`config.mk`:
```
export PLATFORM = sky130hd
export DESIGN_NAME = ex_muldiv_seq
export DESIGN_NICKNAME = d
export VERILOG_FILES = /design/src/rtl/ex_muldiv_seq.sv
export SDC_FILE = /design/constraint.sdc
export NUM_CORES = 1
export LEC_CHECK = 0
export BUFFER_PORTS_ARGS = -buffer_cell sky130_fd_sc_hd__buf_2
export CAP_MARGIN = 20
export CELL_PAD_IN_SITES_DETAIL_PLACEMENT = 1
export CELL_PAD_IN_SITES_GLOBAL_PLACEMENT = 1
export CORE_MARGIN = 3
export CORE_UTILIZATION = 47
export CTS_BUF_LIST = sky130_fd_sc_hd__clkbuf_4
export DETAILED_ROUTE_END_ITERATION = 6
export HOLD_SLACK_MARGIN = 0.12
export PLACE_DENSITY = 0.81
export SYNTH_ARGS = -nofsm -noshare
export SYNTH_HDL_FRONTEND = slang
export SYNTH_SLANG_ARGS = --single-unit
```
`constraint.sdc`:
```
create_clock -name clk -period 6.9 [get_ports clk]
set_input_delay 1.38 -clock clk [delete_from_list [all_inputs] [get_ports clk]]
set_output_delay 1.38 -clock clk [all_outputs]
set_load 0.05 [all_outputs]
```
`src/rtl/ex_muldiv_seq.sv`:
```
// Sequential RV32M mul/div unit for EX: shift-add multiply, restoring divide.
// Define MULDIV_FAST_MUL_EN for single-cycle multiplies; divides stay iterative.
module ex_muldiv_seq #(
    parameter int XLEN = 32
) (
    input  logic            clk,
    input  logic            rst,
    input  logic            StartE,
    input  logic            KillE,
    input  logic [2:0]      MdOpE,
    input  logic [XLEN-1:0] SrcAE,
    input  logic [XLEN-1:0] SrcBE,
    output logic            BusyE,
    output logic            DoneE,
    output logic [XLEN-1:0] ResultMDE
);

    localparam int W2 = 2 * XLEN;
    localparam int CW = $clog2(XLEN);

    typedef enum logic [1:0] {IDLE, CALC, DONE} state_t;

    state_t          state;
    logic [CW-1:0]   cnt;
    logic [2:0]      op;
    logic            na;
    logic            nb;
    logic [XLEN-1:0] bm;
    logic [W2-1:0]   acc;

    logic            in_sa;
    logic            in_sb;
    logic            in_na;
    logic            in_nb;
    logic [XLEN-1:0] am_in;
    logic [XLEN-1:0] bm_in;
    logic            div0;
    logic            ovf;
    logic [XLEN-1:0] spec_res;

    logic [XLEN:0]   mul_sum;
    logic [W2-1:0]   mul_nxt;
    logic [XLEN:0]   div_sh;
    logic [XLEN:0]   div_df;
    logic [W2-1:0]   div_nxt;
    logic [W2-1:0]   acc_nxt;

    // Signs are stripped up front; the unsigned core result gets re-signed here.
    function automatic logic [XLEN-1:0] fin_res(
        input logic [2:0]    f,
        input logic [W2-1:0] p,
        input logic          sa_n,
        input logic          sb_n
    );
        logic [W2-1:0]   ps;
        logic [XLEN-1:0] q;
        logic [XLEN-1:0] r;
        ps = (sa_n ^ sb_n) ? -p : p;
        q  = (sa_n ^ sb_n) ? -p[XLEN-1:0] : p[XLEN-1:0];
        r  = sa_n ? -p[W2-1:XLEN] : p[W2-1:XLEN];
        case (f)
            3'd0:                fin_res = ps[XLEN-1:0];
            3'd1, 3'd2, 3'd3:    fin_res = ps[W2-1:XLEN];
            3'd4, 3'd5:          fin_res = q;
            default:             fin_res = r;
        endcase
    endfunction

    always_comb begin
        in_sa = (MdOpE != 3'd3) && (MdOpE != 3'd5) && (MdOpE != 3'd7);
        in_sb = (MdOpE == 3'd0) || (MdOpE == 3'd1)
             || (MdOpE == 3'd4) || (MdOpE == 3'd6);
        in_na = in_sa & SrcAE[XLEN-1];
        in_nb = in_sb & SrcBE[XLEN-1];
        am_in = in_na ? -SrcAE : SrcAE;
        bm_in = in_nb ? -SrcBE : SrcBE;
        div0  = MdOpE[2] && (SrcBE == '0);
        ovf   = MdOpE[2] && !MdOpE[0]
             && (SrcAE == {1'b1, {(XLEN-1){1'b0}}})
             && (SrcBE == '1);
        if (div0)
            spec_res = MdOpE[1] ? SrcAE : '1;
        else
            spec_res = MdOpE[1] ? '0 : SrcAE;
    end

    // acc holds {hi, lo}: mul = {partial sum, multiplier}; div = {rem, quotient}.
    always_comb begin
        mul_sum = {1'b0, acc[W2-1:XLEN]} + (acc[0] ? {1'b0, bm} : '0);
        mul_nxt = {mul_sum, acc[XLEN-1:1]};
        div_sh  = acc[W2-1:XLEN-1];
        div_df  = div_sh - {1'b0, bm};
        if (div_df[XLEN])
            div_nxt = {div_sh[XLEN-1:0], acc[XLEN-2:0], 1'b0};
        else
            div_nxt = {div_df[XLEN-1:0], acc[XLEN-2:0], 1'b1};
        acc_nxt = op[2] ? div_nxt : mul_nxt;
    end

    assign BusyE = ((state == IDLE) && StartE) || (state == CALC);

    always_ff @(posedge clk) begin
        if (rst) begin
            state     <= IDLE;
            cnt       <= '0;
            op        <= '0;
            na        <= 1'b0;
            nb        <= 1'b0;
            bm        <= '0;
            acc       <= '0;
            DoneE     <= 1'b0;
            ResultMDE <= '0;
        end else begin
            DoneE <= 1'b0;
            case (state)
                IDLE: begin
                    if (StartE && !KillE) begin
                        op  <= MdOpE;
                        na  <= in_na;
                        nb  <= in_nb;
                        bm  <= bm_in;
                        acc <= {{XLEN{1'b0}}, am_in};
                        cnt <= '0;
                        if (div0 || ovf) begin
                            ResultMDE <= spec_res;
                            DoneE     <= 1'b1;
                            state     <= DONE;
                        end
`ifdef MULDIV_FAST_MUL_EN
                        else if (!MdOpE[2]) begin
                            ResultMDE <= fin_res(MdOpE,
                                {{XLEN{1'b0}}, am_in} * {{XLEN{1'b0}}, bm_in},
                                in_na, in_nb);
                            DoneE     <= 1'b1;
                            state     <= DONE;
                        end
`endif
                        else begin
                            state <= CALC;
                        end
                    end
                end
                CALC: begin
                    if (KillE) begin
                        state <= IDLE;
                    end else begin
                        acc <= acc_nxt;
                        cnt <= cnt + 1'b1;
                        if (cnt == CW'(XLEN - 1)) begin
                            ResultMDE <= fin_res(op, acc_nxt, na, nb);
                            DoneE     <= 1'b1;
                            state     <= DONE;
                        end
                    end
                end
                DONE:    state <= IDLE;
                default: state <= IDLE;
            endcase
        end
    end

endmodule
```
==> Yosys cells after proc, flatten, opt, wreduce, memory -nomap -nowiden <==
Cells that the tools add are included.
{ "classes": {"n_reduce_logical": 26, "bitwise": 3, "addsub": 8, "shift": 0, "n_mul": 0, "n_lt_le_gt_ge": 0, "n_div": 0, "mux": 33, "n_eq_ne": 20} }
{ "op_table": {"columns": ["cell", "count"], "rows": [
  ["$mux 32", 12],
  ["$mux 64", 5],
  ["$neg 32->32", 4],
  ["$pmux 64 s2", 1],
  ["$pmux 32 s3", 1],
  ["$eq 32x32->1 const B", 2],
  ["$neg 64->64", 1],
  ["$pmux 32 s2", 1],
  ["$add 32x32->33", 1],
  ["$sub 33x32->33", 1],
  ["$logic_not 32->1", 1],
  ["$eq 3x3->1 const B", 4],
  ["$mux 5", 2],
  ["$pmux 5 s2", 1],
  ["$logic_and 1x1->1", 8],
  ["$mux 2", 4],
  ["$eq 3x1->1 const B", 2],
  ["$eq 3x2->1 const B", 2],
  ["$logic_not 3->1", 2],
  ["$ne 2x1->1 const B", 3],
  ["$ne 3x2->1 const B", 2],
  ["$ne 3x3->1 const B", 2],
  ["$add 5x1->5 const B", 1],
  ["$eq 5x5->1 const B", 1],
  ["16 further kinds", 26]
]} }
{ "totals": {"regBits": 141, "romBits": 0, "mem_count": 0, "latch_bits": 0, "mem_bits_rw": 0, "elab_cells": 99} }

==> Longest topological paths before layout <==
Gate-level depths: netlist of run 1.
{ "logic_depth": {"ltp_word": 9, "mapped_depth": 25, "depth_no_buf": 23} }

==> Worst setup path before layout of run 1 <==
Ideal clock, no wire load.
{ "synth_timing": {"path_kind": "register to register", "start": "reg op[2]", "end": "reg ResultMDE[24]", "path_stages_with_launch": 22, "setup_slack_ns": 1.592, "t_arrival_ns": 5.221, "cell_sequence": "dfxtp_1 > buf_2 > buf_1 > buf_2 > buf_2 > buf_1 > buf_1 > buf_1 > clkbuf_1 > buf_1 > a31oi_1 > inv_1 > ha_1 > nand3b_1 > nor4_1 > a211o_1 > o21ai_0 > or2_2 > o31ai_2 > xor2_1 > a22oi_1 > a221oi_2"} }
{ "synth_via": {"elab_chain_len": 7} }
{ "synth_rtl": {"columns": ["item", "line_no", "text"], "rows": [
  ["from (decl)", "25", "logic [2:0] op;"],
  ["from (signal assigned)", "118", "op <= MdOpE;"],
  ["$mux 64", "97", "acc_nxt = op[2] ? div_nxt : mul_nxt;"],
  ["$neg 64->64 (tied with other cells)", "58", "ps = (sa_n ^ sb_n) ? -p : p;"],
  ["$mux 64 (tied with other cells)", "58", null],
  ["$pmux 32 s3 *", "61", "case (f)"],
  ["$mux 32 *", "149", "if (cnt == CW'(XLEN - 1)) begin"],
  ["$mux 32 *", "144", "if (KillE) begin"],
  ["$pmux 32 s2 *", "115", "case (state)"],
  ["to (signal assigned)", "125", "ResultMDE <= spec_res;"],
  ["to (signal assigned)", "150", "ResultMDE <= fin_res(op, acc_nxt, na, nb);"],
  ["to (decl)", "15", "output logic [XLEN-1:0] ResultMDE"]
]} }
Mark *: on every way between the ends. The rest lies on a longest branch, timed or not. The select of a mux whose other input is x is not followed.
A chain may end at the register's enable or synchronous reset.

==> Final worst setup path of run 1 <==
{ "layout_timing": {"start": "reg acc[31]", "end": "reg ResultMDE[24]"} }
{ "layout_via": {"elab_chain_len": 9} }
{ "layout_rtl": {"columns": ["item", "line_no", "text"], "rows": [
  ["from (decl)", "29", "logic [W2-1:0] acc;"],
  ["from (signal assigned)", "122", "acc <= {{XLEN{1'b0}}, am_in};"],
  ["from (signal assigned)", "147", "acc <= acc_nxt;"],
  ["$sub 33x32->33", "92", "div_df = div_sh - {1'b0, bm};"],
  ["$mux 64", "93", "if (div_df[XLEN])"],
  ["$mux 64 *", "97", null],
  ["$neg 64->64 (tied with other cells)", "58", null],
  ["$mux 64 (tied with other cells)", "58", null],
  ["$pmux 32 s3 *", "61", null],
  ["$mux 32 *", "149", null],
  ["$mux 32 *", "144", null],
  ["$pmux 32 s2 *", "115", null]
]} }
Marks and branches as above.

==> results of run 1 <==
-- kinds of logic after synthesis --
kind of cell / after synthesis
fa+ha+maj: 93
mux: 51
flops: 141
xor+xnor: 162
compound gates: 774
simple gates: 820
buf+inv: 224
-- sequential cells by signal (all words and copies together) (netlist names) --
signal	flops
op	3
na	1
DoneE	1
nb	1
bm	32
cnt	5
acc	64
ResultMDE	32
state	2
-- per-stage QoR --
stage                     setup WS, ns  hold slack (ns)    util  instances
after floorplan                  1.592           0.4287       -       2265
after global placement           1.170           0.4365  0.5072       2698
after detailed placement        0.9052           0.4457  0.5072       2698
after CTS                       0.8472           0.4706  0.5165       2730
after global routing            0.2296           0.5020  0.5166       2731
final                           0.6474           0.4697  0.5166       2731
-- worst paths after layout --
path	depth (start not counted)	slack (ns)	end	startpoint
hold / removal	2	0.47	ResultMDE[26]	ResultMDE[26]
setup reg to reg	21	0.65	ResultMDE[24]	acc[31]
setup / recovery	21	0.65	ResultMDE[24]	acc[31]
hold reg to reg	2	0.47	ResultMDE[26]	ResultMDE[26]
-- routing by layer --
| layer | vias up | part of all wire |
|---|---|---|
| met5 | - | 0.00013 |
| met4 | 2 | 0.034 |
| li1 | 8421 | - |
| met1 | 9209 | 0.44 |
| met3 | 147 | 0.096 |
| met2 | 892 | 0.43 |
-- cells in the final DEF (no fill, tap or decap), types with 28 or more instances in the layout --
| master | count |
|---|---|
| inv_1 | 74 |
| buf_4 | 35 |
| a21oi_1 | 194 |
| nand3_1 | 46 |
| a31oi_1 | 37 |
| and2_1 | 45 |
| xor2_1 | 84 |
| mux2i_1 | 42 |
| a211oi_1 | 62 |
| o211ai_1 | 49 |
| nor3_1 | 64 |
| a22oi_1 | 38 |
| o21ai_0 | 156 |
| xnor2_1 | 76 |
| nor2_1 | 237 |
| dfxtp_1 | 140 |
| buf_2 | 103 |
| nand2_1 | 236 |
| o31ai_1 | 28 |
| ha_1 | 71 |
-- critical path, delay by kind of cell (launching register included) --
| family | cells | cell delay (ns) |
|---|---|---|
| fa+ha+maj | 3 | 0.81 |
| flops | 1 | 0.38 |
| buf+inv | 2 | 0.15 |
| xor+xnor | 1 | 0.17 |
| simple gates | 6 | 1.89 |
| compound gates | 9 | 2.73 |
-- power breakdown --
| group | switching [uW] | leakage (uW) | internal (uW) |
|---|---|---|---|
| Clock | 393 | 0.000158 | 228 |
| Combinational | 638 | 0.00511 | 298 |
| Sequential | 48.2 | 0.00115 | 844 |
| Total | 1080 | 0.00642 | 1370 |
-- cell type report --
class                   instances  area (um^2)  area share
repair buffers                138        778.2     0.04584
clock inverters                15        176.4     0.01039
flip-flops and latches        141         2826      0.1665
multi-input cells            1900        12220      0.7200
diodes                          1        2.502   0.0001474
inverters                      77        289.0     0.01702
clock buffers                  17        127.6    0.007517
well taps                     442        553.0     0.03257
==> results.md, run 1 <==
- CTS tree: yes
- Synth Warn #: 0
- CTS clk-pin slew, worst paths: about 0.16 ns
- Routed Antenna Nets: 0
- Met2 Resource Use GR: 0.5869
- Congestion Overflow GR: 0
- GRT Util Overall: 0.3842
- Post-synth top area cell: dfxtp_1
- Initial antenna violation count: 4
- CTS H-tree depth: 4
- Fin nets: approximately 2.4k
- Type of the worst setup path: flip-flop to flip-flop
- Top cells by count, synth: nor2_1, nand2_1, a21oi_1, o21ai_0, dfxtp_1
- #FFs+latches synth: roughly 140
- Drc violations: 0
- Number of synthesized flops with an enable pin: 0
- Root buffer cell: clkbuf_4
- Crit end category: flip-flop
- Async SR Flop Fraction: 0
- Met3 Usage GRT: 0.08384
- M1 GR Usage: 0.5380
- Site Rows: 66
- Avg Cell Area, Syn: around 7 um^2
- Synth top area cells: dfxtp_1, a21oi_1, nor2_1
- Vias in the first global route: around 18k
- Tot Pwr: between 2000 and 2500 uW
- Final hold vios: 0
- Tcrit/Tclk final: 0.9062
- Post-Place Cell Area: roughly 17000 um^2
- Per-cell routed wire length: 25.93 um
- Status: finished clean
- Main synth FF type: dfxtp_1
- Via count: ~19k
- Leakage: 0.006420 uW
- Post-Synthesis Cells: between 2k and 2.5k
- XOR/XNOR share of the synthesized area: 0.08944
- Clock Path Buffers: 2
- Crit path cell chain: inv_1 -> ha_1 -> inv_1 -> fa_1 -> a211oi_2 -> nor4_4 -> o31ai_4 -> a211o_2 -> a21oi_4 -> nor4_1 -> nor3_4 -> ha_1 -> nand3b_1 -> nor4_1 -> a211o_1 -> o21ai_0 -> or2_2 -> o31ai_2 -> xor2_1 -> a22oi_1 -> a221oi_2
- Worst endpoint required time: about 7.5 ns
- Initial core utilization: 0.4827
- Setup TNS: 0 ns
- Adder-cell share of the synthesized area: 0.07114
- Ratio of cells with drive above 1 in the final layout: 0.1014
- Synth unique cells: 96
- Core Box Area: between 30000 and 40000 um^2
- Synth Area in Compound Gates: 0.3242
- Die area: around 36000 um^2
- Synth Area in Simple Gates: 0.2498
- Most frequent cell after synthesis: nor2_1
- P&R area growth vs syn: 7.019%
- Gp weighted congestion: ~0.98
- Ports: about 110
- FMAX: 0.1599 GHz
- Crit path max-delay cell type: a21oi_4
- DR pass1 iterations: 6
- DR iter-0 viols: 2033
- Worst slew pin tran: about 1.1 ns
- CP Launch Type: flip-flop
- Power Dens Cells: 144.3 nW/um^2
- CTS resizes: 0
- Max Cap Viol: 0
- Die height: about 190 um
- Clock latency on the worst-skew pair: between 0.6 and 0.7 ns
- Syn Nets: around 2.4k
- Seq/Total Area, Yosys: 0.1779
- Post-synth top area share: 0.1779
- Post-synthesis mux area share: 0.03289
- Hold_buf cts: 0
- Setup repair bufs after CTS: 0
- CTS sink count: about 140
- Die width: about 190 um
- WL final: between 70000 and 80000 um
- Arrival time worst endpoint: 6.83 ns
- Main combinational cell family by area after synthesis: compound AO/OA/AOI/OAI gates
- Clock Skews: approximately 0.032 ns
- Gr busiest metal: met2
- RSZ-0062 raised after global routing: no
- Critical path peak fanout: 28
- Post-synthesis cell area: roughly 16000 um^2
- Design area: roughly 17000 um^2
- I/O Buffers: 104
- CP max stage delay: about 0.61 ns
- Global-route wire length before repair: approximately 110000 um
- Hold/Removal Path Class: flip-flop to flip-flop
- Fillers: 4435
- Fin. max-slew vios: 0
- CTS buffer count: 17
- Via density: 6.837
- Final Setup Violations: 0
- Minimum clock period: 6.253 ns
- Rel. slew slack: 0.2929
- Worst VDD drop: about 100 uV
- Largest net degree at the start of global routing: 90
- Post-DP HPWL: 55310 um
Power figures use the tool's default switching activity.
==> inputs of run 2 (changes only) <==
--- a/config.mk
+++ b/config.mk
@@ -9,7 +9,7 @@
 export CAP_MARGIN = 20
 export CELL_PAD_IN_SITES_DETAIL_PLACEMENT = 1
 export CELL_PAD_IN_SITES_GLOBAL_PLACEMENT = 1
-export CORE_MARGIN = 3
+export CORE_MARGIN = 5
 export CORE_UTILIZATION = 47
 export CTS_BUF_LIST = sky130_fd_sc_hd__clkbuf_4
 export DETAILED_ROUTE_END_ITERATION = 6
@@ -18,3 +18,4 @@
 export SYNTH_ARGS = -nofsm -noshare
 export SYNTH_HDL_FRONTEND = slang
 export SYNTH_SLANG_ARGS = --single-unit
+export TNS_END_PERCENT = 5
==> constraint.sdc (replaced) <==
create_clock -name clk -period 6.13 [get_ports clk]
set_input_delay 1.226 -clock clk [delete_from_list [all_inputs] [get_ports clk]]
set_output_delay 1.226 -clock clk [all_outputs]
set_load 0.05 [all_outputs]
==> run 2 against run 1 <==
Flip-flop and latch count stayed put. Non-clock buffer count is 38 higher. Clock power is 29% higher. Sequential power is 12% higher. Highest routed layer is now met4. Sequential share of layout area is 0.34 points lower. Die area is 4.3% higher. Maximum frequency is 7.3% higher. Total power is 19% higher. Routed wire length is 5.5% higher.
==> results.md, run 2 (synthesized netlist as in run 1, its figures left out) <==
- Worst VDD drop: 113.5 uV (+13%)
- Via count: 18.91k (+1.3%)
- Gp weighted congestion: 1.031 (+5.5%)
- GRT Util Overall: 0.3811 (-0.003142)
- Leakage: 0.006639 uW (+3.4%)
- Tcrit/Tclk final: 0.9506 (+0.04443)
- Rel. slew slack: 0.2825 (-0.01034)
- Setup TNS: 0 ns (unchanged)
- DR iter-0 viols: 1981 (-2.6%)
- Die height: 193.7 um (+2.1%)
- Drc violations: 0 (unchanged)
- DR pass1 iterations: 6 (unchanged)
- Crit path cell chain: ha_1 -> a21oi_1 -> o21ai_1 -> a211oi_1 -> o21ai_1 -> nor3_2 -> buf_4 -> nor4_1 -> nor3_4 -> ha_1 -> nand3b_1 -> nor4_1 -> a211o_1 -> o21ai_0 -> or2_2 -> o31ai_2 -> xor2_1 -> a22oi_1 -> a221oi_2
- CTS tree: yes
- Ports: 105 (unchanged)
- Most common cell after layout, fill and taps aside: nor2_1
- Power Dens Cells: 168.2 nW/um^2 (+17%)
- Max Cap Viol: 0 (unchanged)
- Site Rows: 67 (+1.5%)
- CTS buffer count: 17 (unchanged)
- Minimum clock period: 5.827 ns (-0.4254 ns)
- Final hold vios: 0 (unchanged)
- FMAX: 0.1716 GHz (+7.3%)
- I/O Buffers: 104 (unchanged)
- Multi-input gate area: 12230 um^2 (about the same)
- Via density: 6.812 (-0.36%)
- Fillers: 4405 (-0.68%)
- Type of the worst setup path: flip-flop to flip-flop
- Tot Pwr: 2915 uW (+19%)
- Routed Antenna Nets: 0 (unchanged)
- Sequential cell area: 2826 um^2 (unchanged)
- Die area: 37530 um^2 (+4.3%)
- Die width: 193.7 um (+2.1%)
- Per-cell routed wire length: 26.90 um (+3.8%)
- Top cell family by delay on the critical path: compound AO/OA/AOI/OAI gates
- Most frequent cells in the layout: nor2_1, nand2_1, a21oi_1, o21ai_0, dfxtp_1
- Global-route wire length before repair: 112900 um (+4.3%)
- Ratio of cells with drive above 1 in the final layout: 0.1169 (+0.01554)
- Vias in the first global route: 18.20k (+0.066%)
- Max FFs per register: 64 (unchanged)
- Core Box Area: 33450 um^2 (+1.8%)
- Crit end category: flip-flop
- Clock Skews: 0.03165 ns (-0.0003266 ns)
- Largest net degree at the start of global routing: 75 (-17%)
- Fin nets: 2457 (+1.6%)
- Fin. max-slew vios: 0 (unchanged)
- CP max stage delay: 0.53 ns (-0.08 ns)
- Hold/Removal Path Class: flip-flop to flip-flop
- Placed insts: 2738 (+1.5%)
- Root buffer cell: clkbuf_4
- WL final: 74680 um (+5.5%)
- Crit path max-delay cell type: a211oi_1
- CTS H-tree depth: 4 (unchanged)
- Biggest regs: acc: 64 flops, ResultMDE: 32 flops, bm: 32 flops
- Arrival time worst endpoint: 6.40 ns (-0.43 ns)
- P&R area growth vs syn: 9.275%
- Initial core utilization: 0.4743 (-0.008396)
- Clock Path Buffers: 2 (unchanged)
- Post-DP HPWL: 59010 um (+6.7%)
- CTS clk-pin slew, worst paths: 0.15 ns (about the same)
- Worst endpoint required time: 6.71 ns (-0.77 ns)
- Initial antenna violation count: 3 (-1)
- Clock latency on the worst-skew pair: 0.66 ns (about the same)
- Critical path peak fanout: 9 (-68%)
- RSZ-0062 raised after global routing: no
- Largest Register: acc
- Congestion Overflow GR: 0 (unchanged)
- CP Launch Type: flip-flop
- Final Non-Filler Cells: 2776 (+1.6%)
- CTS sink count: 141 (unchanged)
- Worst slew pin tran: 1.065 ns (+0.004253 ns)
- Status: finished clean
- Final Setup Violations: 0 (unchanged)
- WP buf/inv: 1 (-1)
[run 2: cell count changes in the layout (fill, tap and decap cells not counted)]
cell	delta
buf_4	+37
a21oi_1	-1
clkbuf_4	+1
bufinv_16	+3
inv_8	-4
clkinv_2	+3
clkinv_1	-1
clkinv_4	-2
diode_2	+1
buf_12	+1
a21oi_2	+1
[run 2: final timing paths]
kind / from / end / slack (ns) / depth (start not counted)
setup / recovery: acc[48] / ResultMDE[24] / 0.30 / 19
hold / removal: ResultMDE[26] / ResultMDE[26] / 0.46 / 2
setup reg to reg: acc[48] / ResultMDE[24] / 0.30 / 19
hold reg to reg: ResultMDE[26] / ResultMDE[26] / 0.46 / 2
[run 2: layout make-up]
cell class	instances	area share
tap	448	0.03233
clock buffer	18	0.007795
timing repair buffer	176	0.06207
multi-input combinational	1900	0.7054
sequential	141	0.1630
antenna	2	0.0002887
clock inverter	14	0.01241
inverter	77	0.01667
[run 2: per-stage QoR]
step | hold WS [ns] | cell area, um^2 | util | setup slack (ns)
finish | 0.4633 | 17340 | 0.5183 | 0.3028
global route | 0.4953 | 17330 | 0.5182 | 0.02215
CTS | 0.4660 | 17300 | 0.5171 | 0.2965
detailed placement | 0.4457 | 16950 | 0.5066 | 0.3668
global placement | 0.4297 | 16950 | 0.5066 | 0.6465
floorplan | 0.4287 | 15860 | - | 0.8221
[run 2: metal layers]
layer	vias to the layer above	share of wire	track usage
met2	900	0.42	0.5693
met1	9332	0.44	0.5420
li1	8508	-	-
met4	0	0.036	0.1199
met5	-	0	0
met3	170	0.10	0.09088
[run 2: worst min-delay path, cell delays in order, from the launching register on]
cell	delay (ns)
dfxtp_1	0.34
nand2_1	0.05
o21ai_1	0.05
[run 2: timing repair]
item | in CTS | in global routing
resized for setup | 0 | 1
setup endpoints to repair | 0 | 2
setup buffers | 0 | 4
hold buffers | 0 | 0
[run 2: power by group]
| group | switching (uW) | internal, uW |
|---|---|---|
| Combinational | 764 | 352 |
| Clock | 429 | 371 |
| Sequential | 49.1 | 949 |
